<file path="src/rtl/side_road_request_unit_pkg.sv">
// -----------------------------------------------------------------------------
// side_road_request_unit_pkg
// Shared definitions for the side-road request unit:
//   - state_t    : request FSM state encoding (IDLE=0, REQ=1, GRANTED=2, HOLDOFF=3)
//   - SRC_CAR/SRC_PED : bit positions of the car and pedestrian sources in
//                  req_src and in the pending latch
//   - default debounce length, holdoff length and counter width
// -----------------------------------------------------------------------------
package side_road_request_unit_pkg;

   typedef enum logic [1:0] {
      IDLE    = 2'd0,
      REQ     = 2'd1,
      GRANTED = 2'd2,
      HOLDOFF = 2'd3
   } state_t;

   localparam int SRC_CAR = 0;
   localparam int SRC_PED = 1;

   localparam int DEF_DEBOUNCE_CYCLES = 4;
   localparam int DEF_HOLDOFF_TICKS   = 3;
   localparam int DEF_CNT_W           = 8;

endpackage

</file>
<file path="src/rtl/side_road_request_unit_input_debouncer.sv">
// -----------------------------------------------------------------------------
// side_road_request_unit_input_debouncer
// Two-flop synchroniser, debounce counter and registered rise pulse for one
// asynchronous input. The debounced level flips only after the synchronised
// value has differed from it for DEBOUNCE_CYCLES consecutive clk cycles.
// Ports:
//   clk   in  system clock
//   reset in  synchronous reset, active-low
//   raw   in  asynchronous input
//   rise  out one-cycle pulse on a debounced 0->1 transition
// -----------------------------------------------------------------------------
module side_road_request_unit_input_debouncer
   import side_road_request_unit_pkg::*;
#(
   parameter int DEBOUNCE_CYCLES = DEF_DEBOUNCE_CYCLES,
   parameter int CNT_W           = DEF_CNT_W
) (
   input  logic clk,
   input  logic reset,
   input  logic raw,
   output logic rise
);

   // Counter value on the cycle where the next mismatch completes the window
   localparam logic [CNT_W-1:0] LAST_CNT = CNT_W'(DEBOUNCE_CYCLES - 1);

   logic             sync1_r;
   logic             sync2_r;
   logic             level_r;
   logic             rise_r;
   logic [CNT_W-1:0] cnt_r;

   // Synchronise, debounce and generate the registered rise pulse
   always_ff @(posedge clk) begin
      if (!reset) begin
         sync1_r <= 1'b0;
         sync2_r <= 1'b0;
         level_r <= 1'b0;
         rise_r  <= 1'b0;
         cnt_r   <= {CNT_W{1'b0}};
      end else begin
         sync1_r <= raw;
         sync2_r <= sync1_r;
         rise_r  <= 1'b0;
         if (sync2_r != level_r) begin
            if (cnt_r == LAST_CNT) begin
               level_r <= sync2_r;
               cnt_r   <= {CNT_W{1'b0}};
               // only the 0->1 flip is an event
               rise_r  <= sync2_r;
            end else begin
               cnt_r <= cnt_r + CNT_W'(1);
            end
         end else begin
            cnt_r <= {CNT_W{1'b0}};
         end
      end
   end

   assign rise = rise_r;

endmodule

</file>
<file path="src/rtl/side_road_request_unit.sv">
// -----------------------------------------------------------------------------
// side_road_request_unit
// Conditions the raw side-road car sensor and pedestrian button into a clean
// service request for the traffic light controller, holds it until the
// controller grants side-road green, and enforces a holdoff (in clk_1s ticks)
// before the next request so the main road is not starved.
// Ports:
//   clk            in  system clock
//   reset          in  synchronous reset, active-low
//   clk_1s         in  1 s clock from the controller (edge detected in clk domain)
//   car_sense_raw  in  asynchronous car sensor
//   ped_button_raw in  asynchronous pedestrian button
//   ack            in  controller grant, high while side road is green
//   req            out side-road service request
//   req_src        out request sources (bit0 car, bit1 pedestrian), 0 when req=0
//   pending        out an event is latched but not yet requested
//   state_o        out current FSM state (debug)
// Build option:
//   PED_PRIORITY_EN - when defined, a pending pedestrian event ends HOLDOFF
//                     immediately; otherwise the holdoff always completes.
// -----------------------------------------------------------------------------
module side_road_request_unit
   import side_road_request_unit_pkg::*;
#(
   parameter int DEBOUNCE_CYCLES = DEF_DEBOUNCE_CYCLES,
   parameter int HOLDOFF_TICKS   = DEF_HOLDOFF_TICKS,
   parameter int CNT_W           = DEF_CNT_W
) (
   input  logic       clk,
   input  logic       reset,
   input  logic       clk_1s,
   input  logic       car_sense_raw,
   input  logic       ped_button_raw,
   input  logic       ack,
   output logic       req,
   output logic [1:0] req_src,
   output logic       pending,
   output logic [1:0] state_o
);

   logic [1:0]       ev_s;
   logic             tick_s;
   logic             ped_force_s;
   logic [1:0]       pend_in_s;

   state_t           state_r;
   state_t           state_s;
   logic [1:0]       src_r;
   logic [1:0]       src_s;
   logic [1:0]       pend_r;
   logic [1:0]       pend_s;
   logic [CNT_W-1:0] hold_r;
   logic [CNT_W-1:0] hold_s;
   logic             req_r;
   logic             pending_r;

   side_road_request_unit_input_debouncer #(
      .DEBOUNCE_CYCLES(DEBOUNCE_CYCLES),
      .CNT_W          (CNT_W)
   ) u_car_deb (
      .clk  (clk),
      .reset(reset),
      .raw  (car_sense_raw),
      .rise (ev_s[SRC_CAR])
   );

   side_road_request_unit_input_debouncer #(
      .DEBOUNCE_CYCLES(DEBOUNCE_CYCLES),
      .CNT_W          (CNT_W)
   ) u_ped_deb (
      .clk  (clk),
      .reset(reset),
      .raw  (ped_button_raw),
      .rise (ev_s[SRC_PED])
   );

   // clk_1s is already clean; a one-cycle window just gives sync + edge detect
   side_road_request_unit_input_debouncer #(
      .DEBOUNCE_CYCLES(1),
      .CNT_W          (CNT_W)
   ) u_tick_det (
      .clk  (clk),
      .reset(reset),
      .raw  (clk_1s),
      .rise (tick_s)
   );

`ifdef PED_PRIORITY_EN
   assign ped_force_s = pend_r[SRC_PED];
`else
   assign ped_force_s = 1'b0;
`endif

   // events arriving this cycle are latched before any HOLDOFF exit decision
   assign pend_in_s = pend_r | ev_s;

   // Next-state, source, pending and holdoff counter logic
   always_comb begin
      state_s = state_r;
      src_s   = src_r;
      pend_s  = pend_r;
      hold_s  = hold_r;
      case (state_r)
         IDLE: begin
            if (ev_s != 2'b00) begin
               state_s = REQ;
               src_s   = ev_s;
            end else begin
               state_s = IDLE;
            end
         end
         REQ: begin
            if (ack) begin
               // an event on the grant edge waits for the next request
               state_s = GRANTED;
               src_s   = 2'b00;
               pend_s  = pend_in_s;
            end else begin
               src_s = src_r | ev_s;
            end
         end
         GRANTED: begin
            pend_s = pend_in_s;
            if (!ack) begin
               state_s = HOLDOFF;
               hold_s  = CNT_W'(HOLDOFF_TICKS);
            end else begin
               state_s = GRANTED;
            end
         end
         HOLDOFF: begin
            pend_s = pend_in_s;
            if (ped_force_s || (tick_s && (hold_r == CNT_W'(1)))) begin
               hold_s = {CNT_W{1'b0}};
               if (pend_in_s != 2'b00) begin
                  state_s = REQ;
                  src_s   = pend_in_s;
                  pend_s  = 2'b00;
               end else begin
                  state_s = IDLE;
               end
            end else if (tick_s) begin
               hold_s = hold_r - CNT_W'(1);
            end else begin
               hold_s = hold_r;
            end
         end
         default: begin
            state_s = IDLE;
            src_s   = 2'b00;
            pend_s  = 2'b00;
            hold_s  = {CNT_W{1'b0}};
         end
      endcase
   end

   // State and registered outputs
   always_ff @(posedge clk) begin
      if (!reset) begin
         state_r   <= IDLE;
         src_r     <= 2'b00;
         pend_r    <= 2'b00;
         hold_r    <= {CNT_W{1'b0}};
         req_r     <= 1'b0;
         pending_r <= 1'b0;
      end else begin
         state_r   <= state_s;
         src_r     <= src_s;
         pend_r    <= pend_s;
         hold_r    <= hold_s;
         req_r     <= (state_s == REQ);
         pending_r <= |pend_s;
      end
   end

   // src_r is cleared whenever REQ is left, so it is already 0 while req=0
   assign req     = req_r;
   assign req_src = src_r;
   assign pending = pending_r;
   assign state_o = state_r;

endmodule
</file>
<file path="config.mk">
export PLATFORM = sky130hd
export DESIGN_NAME = side_road_request_unit
export DESIGN_NICKNAME = d
export VERILOG_FILES = /design/src/rtl/side_road_request_unit_pkg.sv /design/src/rtl/side_road_request_unit_input_debouncer.sv /design/src/rtl/side_road_request_unit.sv
export SDC_FILE = /design/constraint.sdc
export NUM_CORES = 1
export LEC_CHECK = 0
export CORE_MARGIN = 2
export CORE_UTILIZATION = 41
export DETAILED_ROUTE_END_ITERATION = 7
export DONT_BUFFER_PORTS = 1
export GPL_TIMING_DRIVEN = 0
export HOLD_SLACK_MARGIN = 0.1
export PLACE_DENSITY = 0.64
export SLEW_MARGIN = 20
export SYNTH_ARGS = -nofsm -noshare
export SYNTH_HDL_FRONTEND = slang
export SYNTH_SLANG_ARGS = --single-unit
</file>
<file path="constraint.sdc">
create_clock -name clk -period 1.6 [get_ports clk]
set_clock_uncertainty 0.15 [all_clocks]
set_input_delay 0.32 -clock clk [delete_from_list [all_inputs] [get_ports clk]]
set_output_delay 0.32 -clock clk [all_outputs]
set_load 0.03 [all_outputs]
</file>
; ---- Yosys cells after proc, flatten, opt, wreduce, memory -nomap -nowiden
; Index checks and enable logic that the tools add are counted.
[totals]
output_inout_bits = 6
elab_cells = 84
reg_bits = 52
[classes]
n_addsub = 4
n_mux = 19
bitwise_logic = 6
n_eq_ne = 15
reduce_logical = 19
[ops]
columns = operator, n
row1 = $add A8 B1 Y8 const B, 3
row2 = $mux W8, 3
row3 = $mux W2, 9
row4 = $eq A8 B2 Y1 const B, 2
row5 = $pmux W8 S2, 1
row6 = $pmux W2 S3, 2
row7 = $reduce_and A3 Y1, 4
row8 = $reduce_or A3 Y1, 3
row9 = $eq A8 B1 Y1 const B, 1
row10 = $logic_not A8 Y1, 1
row11 = $ne A2 B2 Y1 const B, 4
row12 = $pmux W2 S4, 1
row13 = $sub A8 B1 Y8 const B, 1
row14 = $reduce_and A2 Y1, 3
row15 = $reduce_bool A2 Y1, 3
row16 = $eq A2 B1 Y1 const B, 2
row17 = $eq A2 B2 Y1 const B, 2
row18 = $not A1 Y1, 4
row19 = $or A2 B2 Y2, 2
row20 = $reduce_and A4 Y1, 1
row21 = $mux W1, 3
row22 = $ne A1 B1 Y1, 3
row23 = $ne A3 B2 Y1 const B, 1
row24 = $reduce_bool A3 Y1, 1
row25 = other kinds (3), 3

; ---- Logic depth before layout (Yosys ltp)
[logic_depth]
word_depth = 6
ltp_mapped = 6
depth_no_buf = 6

; ---- Modules after synthesis
; From an unflattened synthesis, not the netlist that was laid out.
[unflattened]
hier_cells = 251
hier_area_um2 = 2294.7
[by_module_without_submodules]
columns = mod, cells_per_inst, area_per_inst_um2, instances
row1 = side_road_request_unit_input_debouncer at u_car_deb ..., 49, 465.4, 2
row2 = side_road_request_unit, 101, 878.3, 1
row3 = side_road_request_unit_input_debouncer at u_tick_det, 52, 485.5, 1

; ---- Worst setup path before layout
; Ideal clock, no wire load.
[synth_timing]
kind = register to register
start = register state_r[0], in the netlist state_o[0]
end = register src_r[0], in the netlist req_src[0]
path_buffers = 1
setup_time_ns = 0.143
stages_incl_launch_ff = 5
slack_ns = -0.180
arrival_ns = 1.487
cell_sequence = dfxtp_1 clkbuf_1 nand2_1 o311ai_0 o32ai_1
[synth_between]
elab_chain_len = 3
word_cells_on_any_way = 9
classes_between = 5 x eq/ne / 1 x mux / 3 x reduce/logical
[synth_lines]
columns = item, line
row1 = from (decl), side_road_request_unit.sv:46  ; state_t state_r;
row2 = from (signal assigned), side_road_request_unit.sv:167  ; state_r <= state_s;
row3 = "$eq A2 B2 Y1, or another cell as far along", side_road_request_unit.sv:103  ; case (state_r)
row4 = $ne A2 B2 Y1 (no source line) or $reduce_bool A3 Y1 (tied branches), --
row5 = $reduce_and A4 Y1 (no source line), --
row6 = to (signal assigned), side_road_request_unit.sv:168  ; src_r <= src_s;
row7 = to (decl), side_road_request_unit.sv:48  ; logic [1:0] src_r;
; Parallel ways exist; a longest one is shown, timed or not.
; A chain may end at the register's enable or synchronous reset.

; ---- Worst setup path after layout
[layout_timing]
start = register hold_r[3]
end = register req_r, in the netlist req
[layout_between]
elab_chain_len = 5
[layout_lines]
columns = item, line
row1 = from (decl), side_road_request_unit.sv:52  ; logic [CNT_W-1:0] hold_r;
row2 = from (signal assigned), side_road_request_unit.sv:163  ; hold_r <= {CNT_W{1'b0}};
row3 = from (signal assigned), side_road_request_unit.sv:170  ; hold_r <= hold_s;
row4 = $eq A8 B1 Y1, side_road_request_unit.sv:133  ; if (ped_force_s || (tick_s && (hold_r == CNT_W'(1)))) begin
row5 = $logic_and A1 B1 Y1, side_road_request_unit.sv:133
row6 = $mux W2, side_road_request_unit.sv:133
row7 = $pmux W2 S4, side_road_request_unit.sv:103
row8 = $eq A2 B1 Y1, side_road_request_unit.sv:171  ; req_r <= (state_s == REQ);
row9 = to (signal assigned), side_road_request_unit.sv:171
row10 = to (decl), side_road_request_unit.sv:54  ; logic req_r;
; Every way passes these cells.

==> impl_metrics.yaml <==
outcome:
  status: "complete, but fails checks"
  violations: "setup timing"
pwr:
  p_per_area_mw_per_mm2: 859
  peakVddDrop_mv: 0.671
  leakage_nw: 0.960
  finalPower_w: 0.00227
global_route:
  antenna_found_initial: 0
  grt_max_degree: 18
  grtUsageTotal: 0.140
  grt_pass1_wl_um: 6730
  gr-total-overflow: 0
  grt_pass1_vias: 1507
worst_hold_path:
  hp-start: "ack"
  min_to: "state_o[0]"
  hold-path-cell-count: 3
  hp-class: "primary input to flop"
synthesis:
  synthFlopType: "dfxtp_1"
  synth_top_area_share: 0.481
  ys_types: 32
  syn-num-nets: 253
  ys_seq_elements: 52
  yosysWarnings: 0
  avgSynthCellArea_um2: 8.98
  synth_top_family_by_area: "simple AND/OR/NAND/NOR gates"
  synth-simple-area-share: 0.263
  synth_mux_area_frac: 0.00462
  synth_cells: 241
  synth_edf_count: 0
  syn-cell-area_mm2: 0.00216
  synth-seq-area-share: 0.481
  yosysMostFrequentCell: "dfxtp_1"
  async_reset_ff_frac: 0
  synth_xor_area_frac: 0.109
  synth.area.top_cells: "dfxtp_1 48%, xor2_1 8.9%, nor2_1 6.4%, nand3_1 4.4%, ha_1 3.5%"
  yosysTopAreaCell: "dfxtp_1"
  synth-adder-area-share: 0.0347
  synth_compound_area_frac: 0.0780
  synth_common_cells: "52 x dfxtp_1, 37 x nor2_1, 22 x xor2_1"
setup_path:
  r2r_slack_ns: -0.12
  r2r-end: "req"
  crit_required_ns: 1.70
  critPathKind: "flop to flop"
  r2r-start: "hold_r[3]"
  r2r_cells: 6
  worstPathMaxFanout: 3
  start_kind: "flop"
  end_kind: "flop"
  cp.arrival_ns: 1.82
routing:
  vias: 1658
  drt_pass1_iterations: 4
  drt-initial-drc-count: 66
  wire_per_inst_um: 12.3
  viasPerCell: 5.04
  ant_nets: 0
  totalWireLength_um: 4040
  drc: 0
timing:
  slew_violations: 0
  finalSetupViolations: 3
  period_share: 1.08
  max_slew_margin: 0.556
  rsz0062_at_grt: "true"
  fmax_mhz: 580
  fin_ws_ns: -0.124
  hold_viol_final: 0
  tightest_slew_ns: 0.665
  min_period_ns: 1.72
clock_network:
  cts_tree: "yes"
  path_clk_slew_ns: 0.09
  cts_buffer_depth: 2
  numCtsBuffers: 5
  h-tree-depth: 2
  clk_latency_ns: 0.31
  clock_sinks: 52
  root_buffer: "clkbuf_8"
final_layout:
  layout-drive-gt1-share: 0.170
  fin_area_mm2: 0.00264
  n_antenna_cell: 0
  layout.nets: 270
  area_growth_pct: 22.1
die:
  io_pins: 12
  fp-row-count: 26
  core_mm2: 0.00511
  floorplan.initialDensity: 0.424
  die_area_mm2: 0.00588
  die_x_um: 76.7
  die-height_um: 76.7
placement:
  io_buffer_count: 0
  dpl.hpwl_um: 2520
  preCtsSetupSlack_ns: -0.244
  gp_congestion: 0.765
  post_dp_cell_area_mm2: 0.00226
flow_run:
  drv_cap: 0
==> power by group <==
part | switching, W | total, W | internal, W
clock network | 0.000440 | 0.000911 | 0.000471
registers | 0.00000668 | 0.00130 | 0.00130
logic | 0.0000303 | 0.0000547 | 0.0000244
==> what timing repair did <==
item                       4_1_cts  5_1_grt
buffers inserted                 6        1
hold buffers                     4        0
setup endpoints to repair       29       36
hold endpoints to repair        15        0
gates resized for setup         16       23
pin swaps                        4        8
==> registers in the layout, summed over array words and instances (netlist names), 2 cells and up <==
register          count
req_src               2
u_car_deb.cnt_r       8
pend_r                2
hold_r                8
state_o               2
u_tick_det.cnt_r      8
u_ped_deb.cnt_r       8
==> metal layers <==
layer / vias to the layer above / routed length [um] / part of all wire / global-route usage
li1: 858 / - / - / -
met1: 770 / 1980 / 0.49 / 0.185
met2: 23 / 1870 / 0.46 / 0.209
met3: 7 / 134 / 0.033 / 0.0435
met4: 0 / 63 / 0.016 / 0.0673
met5: - / 0 / 0 / 0
==> worst max-delay path by stage <==
stage	startpoint	end	slack (ns)	cells after the start
after floorplan	hold_r[2]	req_src[1]	0.05	4
after global placement	state_o[0]	hold_r[7]	-0.24	5
after detailed placement	state_o[1]	hold_r[2]	-0.24	4
after CTS	hold_r[3]	req_src[1]	-0.13	4
after global routing	hold_r[3]	req	-0.18	6
final	hold_r[3]	req	-0.12	6
==> logic make-up (layout without fill, tap and decap cells) <==
logic type | after synthesis | after routing
buffers and inverters | 17 | 35
flip-flops | 52 | 52
AO/OA/AOI/OAI | 27 | 27
adder cells (fa/ha/maj) | 6 | 6
XOR/XNOR | 27 | 27
multiplexers | 1 | 1
AND/OR/NAND/NOR | 111 | 111
==> worst max-delay path, cell delays in order, from the launching register on <==
cell and delay, ns:
dfxtp_4 0.36, nor4_4 0.31, nand4_2 0.18, buf_4 0.19
buf_4 0.12, o31ai_1 0.20, and3_1 0.17
==> layout by cell type (no fill, tap or decap), types with 7 or more instances in the layout <==
master	n
nor2_1	37
nand2_1	13
and2_1	7
inv_1	12
dfxtp_1	46
xor2_1	22
and3_1	7
a21oi_1	9
nand3_1	17
==> stage by stage <==
step	setup TNS, ns	cells	util	hold slack, ns
finish	-0.329	329	0.517	0.167
global route	-0.735	329	0.517	0.182
global placement	-3.83	311	0.442	0.267
detailed placement	-4.02	311	0.442	0.269
CTS	-1.18	328	0.495	0.143
floorplan	0	241	-	0.262
==> cell type report <==
type / instances / area, um2
Multi-Input combinational cell: 172 / 1220
Clock inverter: 3 / 47.5
Sequential cell: 52 / 1060
Timing Repair Buffer: 11 / 100
Clock buffer: 5 / 68.8
Buffer: 4 / 17.5
Fill cell: 480 / 2460
Inverter: 12 / 45.0
Tap cell: 70 / 87.6
Note: power is estimated with default switching activity, not from simulation.
